$ cat config.mk
export PLATFORM = sky130hd
export DESIGN_NAME = game_sequencer
export DESIGN_NICKNAME = d
export VERILOG_FILES = /design/src/rtl/game_sequencer_pkg.sv /design/src/rtl/game_sequencer_line_checker.sv /design/src/rtl/game_sequencer.sv
export SDC_FILE = /design/constraint.sdc
export NUM_CORES = 1
export LEC_CHECK = 0
export ABC_AREA = 1
export CORE_MARGIN = 2
export CORE_UTILIZATION = 49
export CTS_BUF_LIST = sky130_fd_sc_hd__clkbuf_8 sky130_fd_sc_hd__clkbuf_16
export DETAILED_ROUTE_END_ITERATION = 8
export HOLD_SLACK_MARGIN = 0.06
export PLACE_DENSITY = 0.78
export SLEW_MARGIN = 15
export SYNTH_ARGS = -nofsm -noshare
export SYNTH_HDL_FRONTEND = slang
export SYNTH_SLANG_ARGS = --single-unit
$ cat constraint.sdc
create_clock -name Clock -period 2.4 [get_ports Clock]
set_clock_uncertainty 0.15 [all_clocks]
set_input_delay 0.72 -clock Clock [delete_from_list [all_inputs] [get_ports Clock]]
set_output_delay 0.72 -clock Clock [all_outputs]
set_load 0.02 [all_outputs]
$ cat src/rtl/game_sequencer_pkg.sv
// Shared definitions for the tic-tac-toe sequencer: symbol codes, FSM state
// codes and the table of the eight winning lines.
package game_sequencer_pkg;

  localparam logic [1:0] EMPTY = 2'b00;
  localparam logic [1:0] X     = 2'b01;
  localparam logic [1:0] O     = 2'b10;

  localparam logic [2:0] IDLE   = 3'd0;
  localparam logic [2:0] WRITE  = 3'd1;
  localparam logic [2:0] SETTLE = 3'd2;
  localparam logic [2:0] CHECK  = 3'd3;
  localparam logic [2:0] DONE   = 3'd4;
  localparam logic [2:0] CLEAR  = 3'd5;

  localparam logic [3:0] MAX_MOVES = 4'd9;
  localparam logic [2:0] LAST_LINE = 3'd7;

  typedef struct packed {
    logic [3:0] a;
    logic [3:0] b;
    logic [3:0] c;
  } line_cells_t;

  // Cell numbers (3*row + col) of each line, in scan order: rows, cols, diagonals.
  function automatic line_cells_t line_cells(input logic [2:0] idx);
    line_cells_t l;
    case (idx)
      3'd0:    l = '{a: 4'd0, b: 4'd1, c: 4'd2};
      3'd1:    l = '{a: 4'd3, b: 4'd4, c: 4'd5};
      3'd2:    l = '{a: 4'd6, b: 4'd7, c: 4'd8};
      3'd3:    l = '{a: 4'd0, b: 4'd3, c: 4'd6};
      3'd4:    l = '{a: 4'd1, b: 4'd4, c: 4'd7};
      3'd5:    l = '{a: 4'd2, b: 4'd5, c: 4'd8};
      3'd6:    l = '{a: 4'd0, b: 4'd4, c: 4'd8};
      default: l = '{a: 4'd2, b: 4'd4, c: 4'd6};
    endcase
    return l;
  endfunction

endpackage

$ cat src/rtl/game_sequencer_line_checker.sv
// Combinational test of one board line: a win is three equal, non-empty cells.
module line_checker
  import game_sequencer_pkg::*;
(
  input  logic [1:0] cell_a,
  input  logic [1:0] cell_b,
  input  logic [1:0] cell_c,
  output logic       win,
  output logic [1:0] symbol
);

  always_comb begin
    win    = (cell_a != EMPTY) && (cell_a == cell_b) && (cell_b == cell_c);
    symbol = win ? cell_a : EMPTY;
  end

endmodule

$ cat src/rtl/game_sequencer.sv
// Move sequencer for a 3x3 game: validates requests, strobes board writes,
// then scans one line per cycle for a winner or a draw.
module game_sequencer
  import game_sequencer_pkg::*;
(
  input  logic        Clock,
  input  logic        Reset,
  input  logic [0:17] iSymVector,
  input  logic        iMoveReq,
  input  logic [1:0]  iPosX,
  input  logic [1:0]  iPosY,
  input  logic        iRestart,
  output logic        oWriteEn,
  output logic [1:0]  oWriteRow,
  output logic [1:0]  oWriteCol,
  output logic [1:0]  oWriteSym,
  output logic        oClearBoard,
  output logic [1:0]  oTurn,
  output logic [1:0]  oWinner,
  output logic        oGameOver,
  output logic        oDraw,
  output logic        oBusy,
  output logic        oMoveReject
);

  logic [2:0]  state;
  logic [3:0]  move_count;
  logic [2:0]  line_idx;
  logic [1:0]  cells [9];
  logic        move_legal;
  logic [3:0]  target;
  logic        target_empty;
  line_cells_t line_sel;
  logic [1:0]  cell_a;
  logic [1:0]  cell_b;
  logic [1:0]  cell_c;
  logic        line_win;
  logic [1:0]  line_sym;

  // Cell 0 sits in the lowest-numbered (most significant) bits of the snapshot.
  always_comb begin
    for (int i = 0; i < 9; i++) begin
      cells[i] = iSymVector[2*i +: 2];
    end
  end

  always_comb begin
    move_legal = (iPosX != 2'd3) && (iPosY != 2'd3);
    target     = 4'd0;
    if (move_legal) begin
      target = ({2'b00, iPosY} * 4'd3) + {2'b00, iPosX};
    end
    target_empty = move_legal && (cells[target] == EMPTY);
  end

  always_comb begin
    line_sel = line_cells(line_idx);
    cell_a   = cells[line_sel.a];
    cell_b   = cells[line_sel.b];
    cell_c   = cells[line_sel.c];
  end

  line_checker u_line_checker (
    .cell_a (cell_a),
    .cell_b (cell_b),
    .cell_c (cell_c),
    .win    (line_win),
    .symbol (line_sym)
  );

  assign oBusy = (state != IDLE) && (state != DONE);

  // Strobes default low every cycle; a restart overrides whatever state is doing.
  always_ff @(posedge Clock or posedge Reset) begin
    if (Reset) begin
      state       <= IDLE;
      move_count  <= 4'd0;
      line_idx    <= 3'd0;
      oWriteEn    <= 1'b0;
      oWriteRow   <= 2'd0;
      oWriteCol   <= 2'd0;
      oWriteSym   <= EMPTY;
      oClearBoard <= 1'b0;
      oTurn       <= X;
      oWinner     <= EMPTY;
      oGameOver   <= 1'b0;
      oDraw       <= 1'b0;
      oMoveReject <= 1'b0;
    end else begin
      oWriteEn    <= 1'b0;
      oClearBoard <= 1'b0;
      oMoveReject <= 1'b0;
      if (iRestart) begin
        state       <= CLEAR;
        oClearBoard <= 1'b1;
        move_count  <= 4'd0;
        oTurn       <= X;
        oWinner     <= EMPTY;
        oGameOver   <= 1'b0;
        oDraw       <= 1'b0;
      end else begin
        case (state)
          IDLE: begin
            if (iMoveReq) begin
              if (target_empty) begin
                oWriteRow <= iPosY;
                oWriteCol <= iPosX;
                oWriteSym <= oTurn;
                oWriteEn  <= 1'b1;
                state     <= WRITE;
              end else begin
                oMoveReject <= 1'b1;
              end
            end
          end
          WRITE: begin
            if (move_count != MAX_MOVES) begin
              move_count <= move_count + 4'd1;
            end
            state <= SETTLE;
          end
          SETTLE: begin
            line_idx <= 3'd0;
            state    <= CHECK;
          end
          // First winning line ends the scan; otherwise the full scan decides draw vs next turn.
          CHECK: begin
            if (line_win) begin
              oWinner   <= line_sym;
              oGameOver <= 1'b1;
              state     <= DONE;
            end else if (line_idx == LAST_LINE) begin
              if (move_count == MAX_MOVES) begin
                oDraw     <= 1'b1;
                oGameOver <= 1'b1;
                state     <= DONE;
              end else begin
                oTurn <= (oTurn == X) ? O : X;
                state <= IDLE;
              end
            end else begin
              line_idx <= line_idx + 3'd1;
            end
          end
          DONE: begin
            if (iMoveReq) begin
              oMoveReject <= 1'b1;
            end
          end
          CLEAR: begin
            state <= IDLE;
          end
          default: begin
            state <= IDLE;
          end
        endcase
      end
    end
  end

endmodule

==> results of run 1 <==
[layout make-up]
class | instances | area, sq um
clock inverter | 1 | 7.51
fill | 308 | 870
sequential | 25 | 629
inverter | 59 | 239
tap | 67 | 83.8
multi-input combinational | 302 | 1890
clock buffer | 3 | 41.3
timing repair buffer | 109 | 998
[how the worst min path moves through the flow]
| stage | cells past startpoint | slack, ns | endpoint |
|---|---|---|---|
| after floorplan | 2 | 0.35 | line_idx[1] |
| after detailed placement | 2 | 0.32 | oGameOver |
| after global routing | 2 | 0.36 | oWriteSym[1] |
| final | 2 | 0.35 | oTurn[0] |
| after global placement | 2 | 0.31 | oWriteCol[0] |
| after CTS | 2 | 0.34 | oGameOver |
[critical path, cell delays in order]
cell and delay [ns]:
buf_8 0.08, inv_4 0.03, fa_1 0.52, inv_1 0.04, ha_2 0.16, fa_1 0.49, nand3b_1 0.18, nand2_1 0.08
inv_1 0.05, a21oi_2 0.16, nand3_2 0.12, buf_6 0.15, nand2_1 0.05, o21ai_1 0.06
[state kept, by name (all words and copies together), names as in the netlist, 2 cells and up]
register    flops
move_count      4
line_idx        3
oTurn           2
oWriteSym       2
oWriteCol       2
oWriteRow       2
state           3
oWinner         2
[Yosys cell counts (all sizes together) (2+ instances only)]
cell    instances
nand3b          3
buf             5
a21oi           7
inv            58
nor3            3
o21ai          15
nand2         150
o311ai          4
fa              2
nand4           4
ha             12
nand3          77
dfrtp          24
clkbuf          3
nor2           21
[timing repair]
item | 4_1_cts | 5_1_grt
buffers inserted | 12 | 4
pin swaps | 18 | 6
gates resized for setup | 86 | 28
endpoints found under the setup margin | 20 | 21
gates cloned | 1 | 0
[metal layers]
| metal | share of wire [%] | vias up |
|---|---|---|
| met5 | 0 | - |
| met4 | 3.4 | 0 |
| met3 | 7.6 | 39 |
| met2 | 51 | 174 |
| met1 | 38 | 1451 |
| li1 | - | 1474 |
[power groups by stage]
| stage | Sequential [uW] | Combinational [uW] | Clock (uW) |
|---|---|---|---|
| after floorplan | 726 | 1770 | 0 |
| after global placement | 645 | 2650 | 0 |
| after detailed placement | 654 | 2700 | 0 |
| after CTS | 667 | 3410 | 259 |
| after global routing | 693 | 4150 | 278 |
| final | 677 | 3830 | 258 |
[metrics by stage]
step	instance area, sq um	std cells	total power, uW
2_1_floorplan	2450	393	2490
3_3_place_gp	3280	545	3290
6_report	3880	566	4770
5_1_grt	3880	566	5120
3_5_place_dp	3280	545	3360
4_1_cts	3720	562	4340
[cells by family after synthesis]
| group | Yosys count |
|---|---|
| buffers and inverters | 67 |
| XOR/XNOR | 1 |
| AND/OR/NAND/NOR | 259 |
| adder cells (fa/ha/maj) | 14 |
| AO/OA/AOI/OAI | 27 |
| flip-flops | 25 |
==> flow_metrics.tcl, run 1 <==
set metrics [dict create \
    final_util_pct 81.7 \
    start_util_pct 51.1 \
    layout_commonest_cell "nand2_1" \
    path_max_fanout 6 \
    yosysSeqAreaShare_pct 25.8 \
    num-nets-final 540 \
    synth_area_sq_mm 0.00243 \
    wl_per_cell_um 14.9 \
    reg2reg_from "line_idx[0]" \
    via_count 3138 \
    grt_overflow 0 \
    met3_usage_pct 5.01 \
    antennaDiodeCount 0 \
    synth.distinct_cells 28 \
    grt_start_max_net_pins 26 \
    muxShareOfSynthArea_pct 0 \
    synth_top_area_cell "dfrtp_1" \
    pwr-share-clk_pct 5.4 \
    p_sw_share_pct 52.2 \
    ys_seq_elements 25 \
    insertion_delay_ns 0.27 \
    grt_pass1_wl_mm 12.9 \
    synthAdderAreaFrac_pct 7.83 \
    syn2layout_area_growth_pct 59.9 \
    drt_iter0_markers 269 \
    max_freq_mhz 346 \
    power_density_mw_per_mm2 1230 \
    failed_checks "negative setup slack" \
    fin_hold_ws_ns 0.352 \
    r2r_setup_slack_ns -0.20 \
    root_buffer "clkbuf_8" \
    drv_slew 0 \
    synth_top_family_by_area "simple AND/OR/NAND/NOR gates" \
    p_leak_uw 0.00198 \
    fp.dieH_um 74.4 \
    synth_area_leaders "dfrtp_1 (25%), nand2_1 (21%), nand3_1 (16%)" \
    max-vdd-ir-drop_mv 0.849 \
    worst_ep_arrival_time_ns 2.91 \
    cts_buffers 3 \
    min_path_type "flip-flop to flip-flop" \
    cp-endpoint "oWriteCol[1]" \
    r2r_cells 20 \
    period_share_pct 121 \
    yosys_most_used_dff "dfrtp_1" \
    r2r-end "oWinner[0]" \
    grt_pass1_vias 2956 \
    ys_warn_count 0 \
    io_pins 42 \
    routed_via_density 5.54 \
    crit_type "primary input to flip-flop" \
    dp_hpwl_mm 5.48 \
    antenna_found_initial 0 \
    drc 0 \
    synth-xor-area-share_pct 0.360 \
    hp-start "oTurn[0]" \
    drtAntennaViolNets 0 \
    critPathRequiredTime_ns 2.42 \
    outcome "finished, violations left" \
    drtPass1Iterations 5 \
    fin_tns_setup_ns -5.77 \
    clk_pin_slew_ns 0.09 \
    drive_gt1_share_pct 33.9 \
    max-cap-violations 0 \
    use_met1_pct 34.6 \
    post-route-min-period_ns 2.89 \
    rsz0062_at_grt "yes" \
    htreeDepth 1 \
    async_reset_ff_share_pct 100 \
    grt.met2_usage_pct 54.9 \
    mostFrequentLayoutCells "nand2_1 (120), buf_4 (57), nand3_1 (51)" \
    p_comb_share_pct 80.4 \
    hold_buffers 0 \
    p_sw_uw 2490 \
    end_kind "flip-flop" \
    dpl_worst_slack_ns -1.39 \
    synth_edf_count 0 \
    synthSimpleGateAreaFrac_pct 47.7 \
    syn-mean-instance-area_sq_um 6.18 \
    syn_inst 393 \
    max_slew_margin_pct 72.2 \
    start_kind "primary input" \
    busiest_layer "met2" \
    synth-compound-area-share_pct 6.59 \
    internal-power_uw 2280 \
    die_w_um 74.4 \
    core_area_sq_mm 0.00475 \
    io_buffer_count 41 \
    clock_sinks 25 \
    setup_viol 20 \
    synth_top_area_share_pct 24.7 \
    tritoncts "built" \
    worstSetupStartpoint "iPosX[1]" \
    cts_buffer_depth 2 \
    drt_wl_total_mm 8.42 \
    worstMarginPinSlew_ns 0.412 \
    rows 25 \
    gp_congestion 0.962 \
    die-area_sq_mm 0.00554 \
    synth_nets 433 \
    hold_violations 0 \
    grt_use_total_pct 29.7 \
    seqPwrFrac_pct 14.2 \
    setup_ws_ns -0.493 \
]
Power figures use the tool's default switching activity.
==> inputs of run 2 (changes only) <==
- CORE_UTILIZATION: 49 -> 55
- DONT_BUFFER_PORTS: default -> 1
- PLACE_DENSITY: 0.78 -> 0.73
==> run 2 against run 1 <==
Compared with the run above: the run still ends with negative setup slack left; combinational power decreased by 17%; register-to-register slack improved by 0.04 ns; non-clock buffer count decreased by 60; final area decreased by 15%; clock power decreased by 7%; first-iteration DRC count decreased by 37%; hold slack got worse by 0.29 ns; maximum frequency increased by 2.8%; total power decreased by 12%; critical path depth decreased by 1; cell count decreased by 13%; routed wire length decreased by 17%; largest power group unchanged.
==> flow_metrics.tcl, run 2 (same netlist as run 1, synthesis figures left out) <==
set metrics [dict create \
    outcome "finished, violations left" \
    failed_checks "negative setup slack" \
    multi_input_area_sq_mm 0.00193 \
    path_max_fanout 5 \
    cts_buffer_depth 2 \
    crit_type "primary input to flip-flop" \
    drt_wl_total_mm 7.01 \
    io_pins 42 \
    power_density_mw_per_mm2 1270 \
    cpMaxStageDelayCell "fa_1" \
    grt_overflow 0 \
    totalPowerFinal_uw 4210 \
    end_kind "flip-flop" \
    start_util_pct 56.6 \
    fillCellCount 326 \
    max-vdd-ir-drop_mv 0.916 \
    setup_viol 20 \
    routed_via_density 5.60 \
    syn2layout_area_growth_pct 36.5 \
    seq_area_sq_um 629 \
    setup_ws_ns -0.415 \
    clock_sinks 25 \
    max_freq_mhz 355 \
    grt_pass1_wl_mm 11.5 \
    dp_cells 477 \
    grt_pass1_vias 2624 \
    p_leak_uw 0.00173 \
    die_w_um 70.5 \
    final_area_sq_mm 0.00332 \
    layout_commonest_cell "nand2_1" \
    start_kind "primary input" \
    clk_pin_slew_ns 0.08 \
    r2r_setup_slack_ns -0.16 \
    critPathRequiredTime_ns 2.41 \
    wl_per_cell_um 14.2 \
    dpl_worst_slack_ns -0.714 \
    path_buf_inv 4 \
    rows 24 \
    worstMarginPinSlew_ns 0.416 \
    grt_start_max_net_pins 23 \
    grt_use_total_pct 28.3 \
    drt_iter0_markers 169 \
    worst_path_dominant_cell_family "adder cells" \
    num-nets-final 482 \
    final_util_pct 77.2 \
    tritoncts "built" \
    rsz0062_at_grt "yes" \
    slowest_delay_ns 0.53 \
    drtAntennaViolNets 0 \
    hold_buffers 0 \
    max-cap-violations 0 \
    drive_gt1_share_pct 34.0 \
    drc 0 \
    dp_hpwl_mm 4.83 \
    largest_reg_flops 4 \
    root_buffer "clkbuf_8" \
    r2r-end "oWinner[0]" \
    placed_area_sq_mm 0.00275 \
    core_area_sq_mm 0.00429 \
    gp_congestion 0.947 \
    hold_violations 0 \
    drtPass1Iterations 5 \
    max_slew_margin_pct 71.9 \
    cts_buffers 3 \
    insertion_delay_ns 0.27 \
    worst_ep_arrival_time_ns 2.82 \
    worstSetupStartpoint "iPosY[1]" \
    io_buffer_count 0 \
    antenna_found_initial 0 \
    post-route-min-period_ns 2.81 \
    reg2reg_from "line_idx[0]" \
    min_path_type "primary input to asynchronous set/reset pin" \
    top_regs "move_count x4, line_idx x3, state x3" \
    mostFrequentLayoutCells "nand2_1 (114), nand3_1 (55), inv_1 (45)" \
    stdcell_count 493 \
    cp_cell_sequence "inv_12 > fa_1 > inv_1 > ha_2 > fa_1 > nand3b_1 > nand2_1 > inv_1 > a21oi_2 > nand3_2 > buf_6 > nand2_1 > o21ai_1" \
    fp.dieH_um 70.5 \
    via_count 2761 \
    antennaDiodeCount 0 \
    die-area_sq_mm 0.00497 \
    regMostFlops "move_count" \
    htreeDepth 1 \
    period_share_pct 117 \
    drv_slew 0 \
    r2r_cells 16 \
]
run 2: cell count changes in the layout (fill, tap and decap cells not counted), moves of 3 or more:
cell,delta
buf_12,-3
buf_4,-18
nand3_1,+4
ha_2,-3
clkdlybuf4s50_1,-37
nand2_4,+3
nand2_2,+5
nand3_2,-3
nand2_1,-6
run 2: layer usage:
metal  up-vias  GRT usage [%]  wire [um]
met2       111           50.5       3580
li1       1357              -          -
met5         -              0          0
met3        15           3.61        468
met4         0           8.33        119
met1      1278           35.2       2840
run 2: cell type report:
cell class	instances	share of cell area, %
multi-input cells	304	58.3
clock buffers	3	1.24
repair buffers	49	12.0
well taps	52	1.96
clock inverters	1	0.113
flip-flops and latches	25	19.0
inverters	59	7.36
run 2: repair_timing:
action | 4_1_cts | 5_1_grt
gates cloned | 3 | 2
pin swaps | 36 | 22
endpoints found under the setup margin | 20 | 20
setup buffers | 1 | 6
gates resized for setup | 77 | 33
run 2: stage by stage:
step                      TNS [ns]  hold slack (ns)
after detailed placement     -7.43            0.348
after CTS                    -3.26           0.0643
after global placement       -6.71            0.341
after floorplan              -4.67            0.349
after global routing         -6.66           0.0670
final                        -4.38           0.0633
run 2: worst max path at each step:
stage / end / slack, ns / cells after the start
final: oWriteRow[1] / -0.41 / 13
after global routing: oWriteCol[0] / -0.51 / 13
after CTS: oWriteRow[0] / -0.37 / 13
after detailed placement: oWriteRow[0] / -0.71 / 13
after global placement: oWriteSym[0] / -0.65 / 13
after floorplan: oWriteCol[1] / -0.60 / 13
run 2: power breakdown:
part / total, uW / switching (uW) / internal [uW]
clock: 240 / 126 / 114
combinational: 3190 / 1940 / 1250
sequential: 781 / 230 / 551
